==> config.mk <==
export PLATFORM = sky130hd
export DESIGN_NAME = reg_readout_seq_flat
export DESIGN_NICKNAME = d
export VERILOG_FILES = /design/src/rtl/reg_readout_pkg.sv /design/src/rtl/reg_readout_seq_if.sv /design/src/rtl/reg_word_mux.sv /design/src/rtl/reg_readout_seq.sv /design/src/flat_wrapper.sv
export SDC_FILE = /design/constraint.sdc
export NUM_CORES = 1
export LEC_CHECK = 0
export CAP_MARGIN = 20
export CELL_PAD_IN_SITES_DETAIL_PLACEMENT = 0
export CELL_PAD_IN_SITES_GLOBAL_PLACEMENT = 1
export CORE_MARGIN = 1
export CORE_UTILIZATION = 28
export DETAILED_ROUTE_END_ITERATION = 8
export GPL_ROUTABILITY_DRIVEN = 1
export PLACE_DENSITY = 0.89
export SYNTH_ARGS = -nofsm -noshare
export SYNTH_HDL_FRONTEND = slang
export SYNTH_HIERARCHICAL = 1
export SYNTH_SLANG_ARGS = --single-unit
==> constraint.sdc <==
create_clock -name clock -period 3.7 [get_ports clock]
set_clock_uncertainty 0.15 [all_clocks]
set_input_delay 0.555 -clock clock [delete_from_list [all_inputs] [get_ports clock]]
set_output_delay 0.555 -clock clock [all_outputs]
set_load 0.05 [all_outputs]
==> src/rtl/reg_readout_pkg.sv <==
// Shared constants and types for the register-bank read-out path.
package reg_readout_pkg;

  localparam int DEF_NREGS = 8;
  localparam int DEF_WIDTH = 16;
  localparam int DEF_IDXW  = 3;

  // Two-state sequencer: waiting for a start, or streaming words.
  typedef enum logic {
    ST_IDLE = 1'b0,
    ST_SEND = 1'b1
  } state_e;

endpackage

==> src/rtl/reg_readout_seq_if.sv <==
// Valid/ready word stream carrying a register value and its index.
interface reg_readout_seq_if
  import reg_readout_pkg::*;
#(
  parameter int WIDTH = DEF_WIDTH,
  parameter int IDXW  = DEF_IDXW
);

  logic             valid;
  logic             ready;
  logic [WIDTH-1:0] data_out;
  logic [IDXW-1:0]  idx_out;

  modport master (output valid, output data_out, output idx_out, input  ready);
  modport slave  (input  valid, input  data_out, input  idx_out, output ready);

endinterface

==> src/rtl/reg_word_mux.sv <==
// Combinational NREGS:1 word selector over the flattened register bank.
module reg_word_mux
  import reg_readout_pkg::*;
#(
  parameter int NREGS = DEF_NREGS,
  parameter int WIDTH = DEF_WIDTH,
  parameter int IDXW  = DEF_IDXW
) (
  input  logic [NREGS*WIDTH-1:0] regs_flat,
  input  logic [IDXW-1:0]        sel,
  output logic [WIDTH-1:0]       word
);

  // Register i lives at bits [i*WIDTH +: WIDTH].
  assign word = regs_flat[int'(sel)*WIDTH +: WIDTH];

endmodule

==> src/rtl/reg_readout_seq.sv <==
// Streams bank registers first..last (wrapping) over a valid/ready port.
module reg_readout_seq
  import reg_readout_pkg::*;
#(
  parameter int NREGS = DEF_NREGS,
  parameter int WIDTH = DEF_WIDTH,
  parameter int IDXW  = DEF_IDXW
) (
  input  logic                   clock,
  input  logic                   resetn,
  input  logic [NREGS*WIDTH-1:0] regs_flat,
  input  logic                   start,
  input  logic [IDXW-1:0]        first_idx,
  input  logic [IDXW-1:0]        last_idx,
  input  logic                   abort,
  output logic                   busy,
  output logic                   done,
  reg_readout_seq_if.master      out_if
);

  state_e           state_q, state_d;
  logic             valid_q, valid_d;
  logic             busy_q,  busy_d;
  logic             done_q,  done_d;
  logic [IDXW-1:0]  idx_q,   idx_d;
  logic [IDXW-1:0]  last_q,  last_d;
  logic [WIDTH-1:0] data_q,  data_d;

  logic [IDXW-1:0]  sel_idx;
  logic [WIDTH-1:0] sel_word;

  // One selector serves both the first load and every advance; the index
  // wraps naturally because NREGS is a power of two.
  assign sel_idx = (state_q == ST_IDLE) ? first_idx : idx_q + 1'b1;

  reg_word_mux #(
    .NREGS (NREGS),
    .WIDTH (WIDTH),
    .IDXW  (IDXW)
  ) u_word_mux (
    .regs_flat (regs_flat),
    .sel       (sel_idx),
    .word      (sel_word)
  );

  // Next-state and next-output decode for the sequencer.
  always_comb begin
    // NOTE: every _d gets a default first, so no path leaves one unassigned
    // and no latch is inferred.
    state_d = state_q;
    valid_d = valid_q;
    busy_d  = busy_q;
    done_d  = 1'b0;
    idx_d   = idx_q;
    last_d  = last_q;
    data_d  = data_q;

    unique case (state_q)
      ST_IDLE: begin
        // abort is meaningless here; start alone decides.
        if (start) begin
          last_d  = last_idx;
          idx_d   = first_idx;
          data_d  = sel_word;
          valid_d = 1'b1;
          busy_d  = 1'b1;
          state_d = ST_SEND;
        end
      end
      ST_SEND: begin
        if (abort) begin
          // A same-edge accept is the final word; no completion pulse.
          valid_d = 1'b0;
          busy_d  = 1'b0;
          state_d = ST_IDLE;
        end else if (valid_q && out_if.ready) begin
          if (idx_q == last_q) begin
            valid_d = 1'b0;
            busy_d  = 1'b0;
            done_d  = 1'b1;
            state_d = ST_IDLE;
          end else begin
            idx_d  = sel_idx;
            data_d = sel_word;
          end
        end
        // Stalled: word and index are held, never re-sampled.
      end
      default: state_d = ST_IDLE;
    endcase
  end

  // State and registered outputs; reset clears everything immediately.
  always_ff @(posedge clock or negedge resetn) begin
    if (!resetn) begin
      state_q <= ST_IDLE;
      valid_q <= 1'b0;
      busy_q  <= 1'b0;
      done_q  <= 1'b0;
      idx_q   <= '0;
      last_q  <= '0;
      data_q  <= '0;
    end else begin
      // NOTE: non-blocking updates so every flop sees pre-edge values.
      state_q <= state_d;
      valid_q <= valid_d;
      busy_q  <= busy_d;
      done_q  <= done_d;
      idx_q   <= idx_d;
      last_q  <= last_d;
      data_q  <= data_d;
    end
  end

  assign out_if.valid    = valid_q;
  assign out_if.data_out = data_q;
  assign out_if.idx_out  = idx_q;
  assign busy            = busy_q;
  assign done            = done_q;

endmodule

==> src/flat_wrapper.sv <==
// flat-port wrapper written by rule: the top's interface ports become plain ports
module reg_readout_seq_flat import reg_readout_pkg::*;
#(
  parameter int NREGS = DEF_NREGS,
  parameter int WIDTH = DEF_WIDTH,
  parameter int IDXW  = DEF_IDXW
)
  (clock, resetn, regs_flat, start, first_idx, last_idx, abort, busy, done, out_if_valid, out_if_data_out, out_if_idx_out, out_if_ready);
  reg_readout_seq_if #(.WIDTH(WIDTH), .IDXW(IDXW)) out_if_i ();
  input  logic clock;
  input  logic resetn;
  input  logic [NREGS*WIDTH-1:0] regs_flat;
  input  logic start;
  input  logic [IDXW-1:0] first_idx;
  input  logic [IDXW-1:0] last_idx;
  input  logic abort;
  output logic busy;
  output logic done;
  output wire logic [$bits(out_if_i.valid)-1:0] out_if_valid;
  output wire logic [$bits(out_if_i.data_out)-1:0] out_if_data_out;
  output wire logic [$bits(out_if_i.idx_out)-1:0] out_if_idx_out;
  input wire logic [$bits(out_if_i.ready)-1:0] out_if_ready;
  assign out_if_valid = out_if_i.valid;
  assign out_if_data_out = out_if_i.data_out;
  assign out_if_idx_out = out_if_i.idx_out;
  assign out_if_i.ready = out_if_ready;
  reg_readout_seq #(.NREGS(NREGS), .WIDTH(WIDTH), .IDXW(IDXW)) u_core (.clock(clock), .resetn(resetn), .regs_flat(regs_flat), .start(start), .first_idx(first_idx), .last_idx(last_idx), .abort(abort), .busy(busy), .done(done), .out_if(out_if_i));
endmodule
==> reports/qor.yml <==
die:
  rows: 31
  ios: 161
  chipHeight_um: 90.2
  die-area_um2: 8130
  design.core.area_um2: 7370
  start_util_pct: 29.5
  die_w_um: 90.2
cells_and_area:
  drive_gt1_share_pct: 18.6
  fillers: 638
  fin_util_pct: 52.9
  multi_input_area_um2: 1470
  area_growth_pct: 79.0
  antenna_cells: 0
  instances_no_fill: 384
  layout.nets: 426
  regArea_um2: 626
global_route:
  grt_overflow: 0
  grt_pass1_vias: 2044
  use_met3_pct: 4.48
  grt_pass1_wl_um: 9980
  grt_use_met1_pct: 17.1
  busiest_layer: "met2"
  antenna_found_initial: 0
  grt_max_degree: 34
  grtUsageTotal_pct: 15.8
  met2_usage_pct: 30.2
placement:
  portBuffers: 160
  gp_congestion: 0.736
  placed_cells: 380
  post-place-ws_ps: 491
  hpwlAfterDp_um: 5090
logic_synthesis:
  async_reset_ff_share_pct: 100
  yosysWarnings: 6
  yosysTopAreaCellShare_pct: 33.8
  ys_seq_area_share_pct: 28.8
  syn-cell-area_um2: 2180
  syn_avg_cell_area_um2: 16.7
  synth_edf_count: 0
  ys.flop_type: "dfrtp_1"
  synth_area_leader_cell: "mux4_1"
  synth_cell_types: 25
  yosysMostFrequentCell: "mux2_2"
  synth-seq-cells: 25
  syn_nets: 270
  synthTopCellsByArea: "mux4_1, dfrtp_1, mux2_2, mux2_4, mux4_2"
  synth_cells: 130
  yosys-top-cells-count: "mux2_2, mux4_1, dfrtp_1"
sta:
  fin_setup_tns_ps: 0
  slew_headroom_pct: 30.5
  fin_crit_ps: 3160
  timing.final.hold_violations: 0
  post-route-period-util_pct: 85.3
  tightest_slew_ps: 1040
  fmax_mhz: 317
  maxSlewViolCount: 0
  rsz0062_at_grt: "false"
  setup_viol: 0
  fin_ws_ps: 544
  hold_ws_ps: 362
min_path:
  hold_class: "register to register"
detailed_routing:
  wl_per_cell_um: 16.4
  drtIter0Drc: 33
  antenna_left: 0
  vias: 1886
  route.detailed.drc: 0
  firstDrtPassIters: 4
  vias_per_cell: 4.91
  wl_um: 6300
clock_network:
  cts_resized: 0
  clkTransAtPathRegs_ps: 90
  clock_path_buffers: 2
  postCtsHoldBufs: 0
  postCtsSetupBuffers: 0
  clock_insertion_delay_worst_skew_ps: 260
  htree_levels: 1
  cts-root-buf: "clkbuf_8"
  cts_tree: "built"
  cts_sinks: 25
  numCtsBuffers: 3
power_and_ir_drop:
  p_per_area_nw_per_um2: 633
  vdd_drop_max_uv: 391
  p_leak_nw: 1.54
worst_setup_path:
  crit_path_start: "u_core/state_q"
  crit_end: "u_core/out_if.data_out[9]"
  reg2reg_setup_slack_ps: 540
  worst_setup_path_start_kind: "register"
  rr_worst_depth: 6
  r2r-end: "u_core/out_if.data_out[9]"
  worstPathRequired_ps: 3710
  worst_setup_path_end_kind: "register"
  crit_arrival_ps: 3160
  path_class: "register to register"
  crit_path_max_fanout: 26
  r2r_start: "u_core/state_q"
run:
  maxCapViolations: 0
run_status:
  status: "complete, no violations"
cell type report:
cell class | instances | area share (%)
multi-input cells | 92 | 37.8
repair buffers | 163 | 41.7
flip-flops and latches | 25 | 16.1
well taps | 99 | 3.18
inverters | 1 | 0.0964
clock buffers | 4 | 1.16
metal layers:
layer / vias to the layer above / part of all wire, %
met4: 0 / 1.7
met1: 914 / 37
li1: 864 / -
met2: 100 / 54
met5: - / 0
met3: 8 / 7.4
worst max-delay path, stage by stage (launching register included):
cell and delay, ps:
dfrtp_1 490, inv_1 140, o21ai_4 840, buf_4 330, mux4_1 570, mux2_2 270, mux2_2 250
logic make-up (layout without fill, tap and decap cells):
logic type	count (synthesis)	in the layout	share of synthesized area [%]
adder cells (fa/ha/maj)	1	1	0.575
multiplexers	71	71	59.9
AO/OA/AOI/OAI	6	6	2.19
XOR/XNOR	4	4	1.61
AND/OR/NAND/NOR	10	10	2.42
flip-flops	25	25	28.8
buffers and inverters	13	168	4.60
worst min-delay path by stage:
stage	start	to	slack, ps	depth (start not counted)
after CTS	u_core/out_if.data_out[9]	u_core/out_if.data_out[9]	370	1
final	u_core/out_if.data_out[9]	u_core/out_if.data_out[9]	360	1
after detailed placement	u_core/out_if.data_out[9]	u_core/out_if.data_out[9]	340	1
after global placement	u_core/out_if.data_out[8]	u_core/out_if.data_out[8]	340	1
after floorplan	resetn	u_core/busy	110	0
after global routing	u_core/out_if.data_out[11]	u_core/out_if.data_out[11]	380	1
power by group:
| part | switching [mW] | internal [mW] | total, mW |
|---|---|---|---|
| combinational | 0.879 | 0.928 | 1.81 |
| sequential | 0.0945 | 0.402 | 0.496 |
| clock | 0.0861 | 0.0769 | 0.163 |
registers in the layout, indices dropped and copies added (netlist names):
register,cells
u_core/out_if.data_out,16
u_core/done,1
u_core/last_q,3
u_core/busy,1
u_core/out_if.idx_out,3
u_core/state_q,1
metrics by stage:
step	total power, mW	area [µm²]
final	2.47	3890
after global routing	2.60	3890
after CTS	2.50	3890
after detailed placement	2.33	3850
after global placement	2.29	3850
after floorplan	1.80	2180
placed cells by master, fill, tap and decap left out, types with 2 or more instances in the layout:
master           count
nor2_1               3
mux2_2              29
clkdlybuf4s50_1    160
mux4_2               4
nand2_1              2
nand2b_1             2
mux4_1              28
a21oi_4              2
dfrtp_1             25
xnor2_1              4
mux2_4              10
clkbuf_8             3
buf_4                3
No activity file was read; power rests on OpenSTA's default activity.
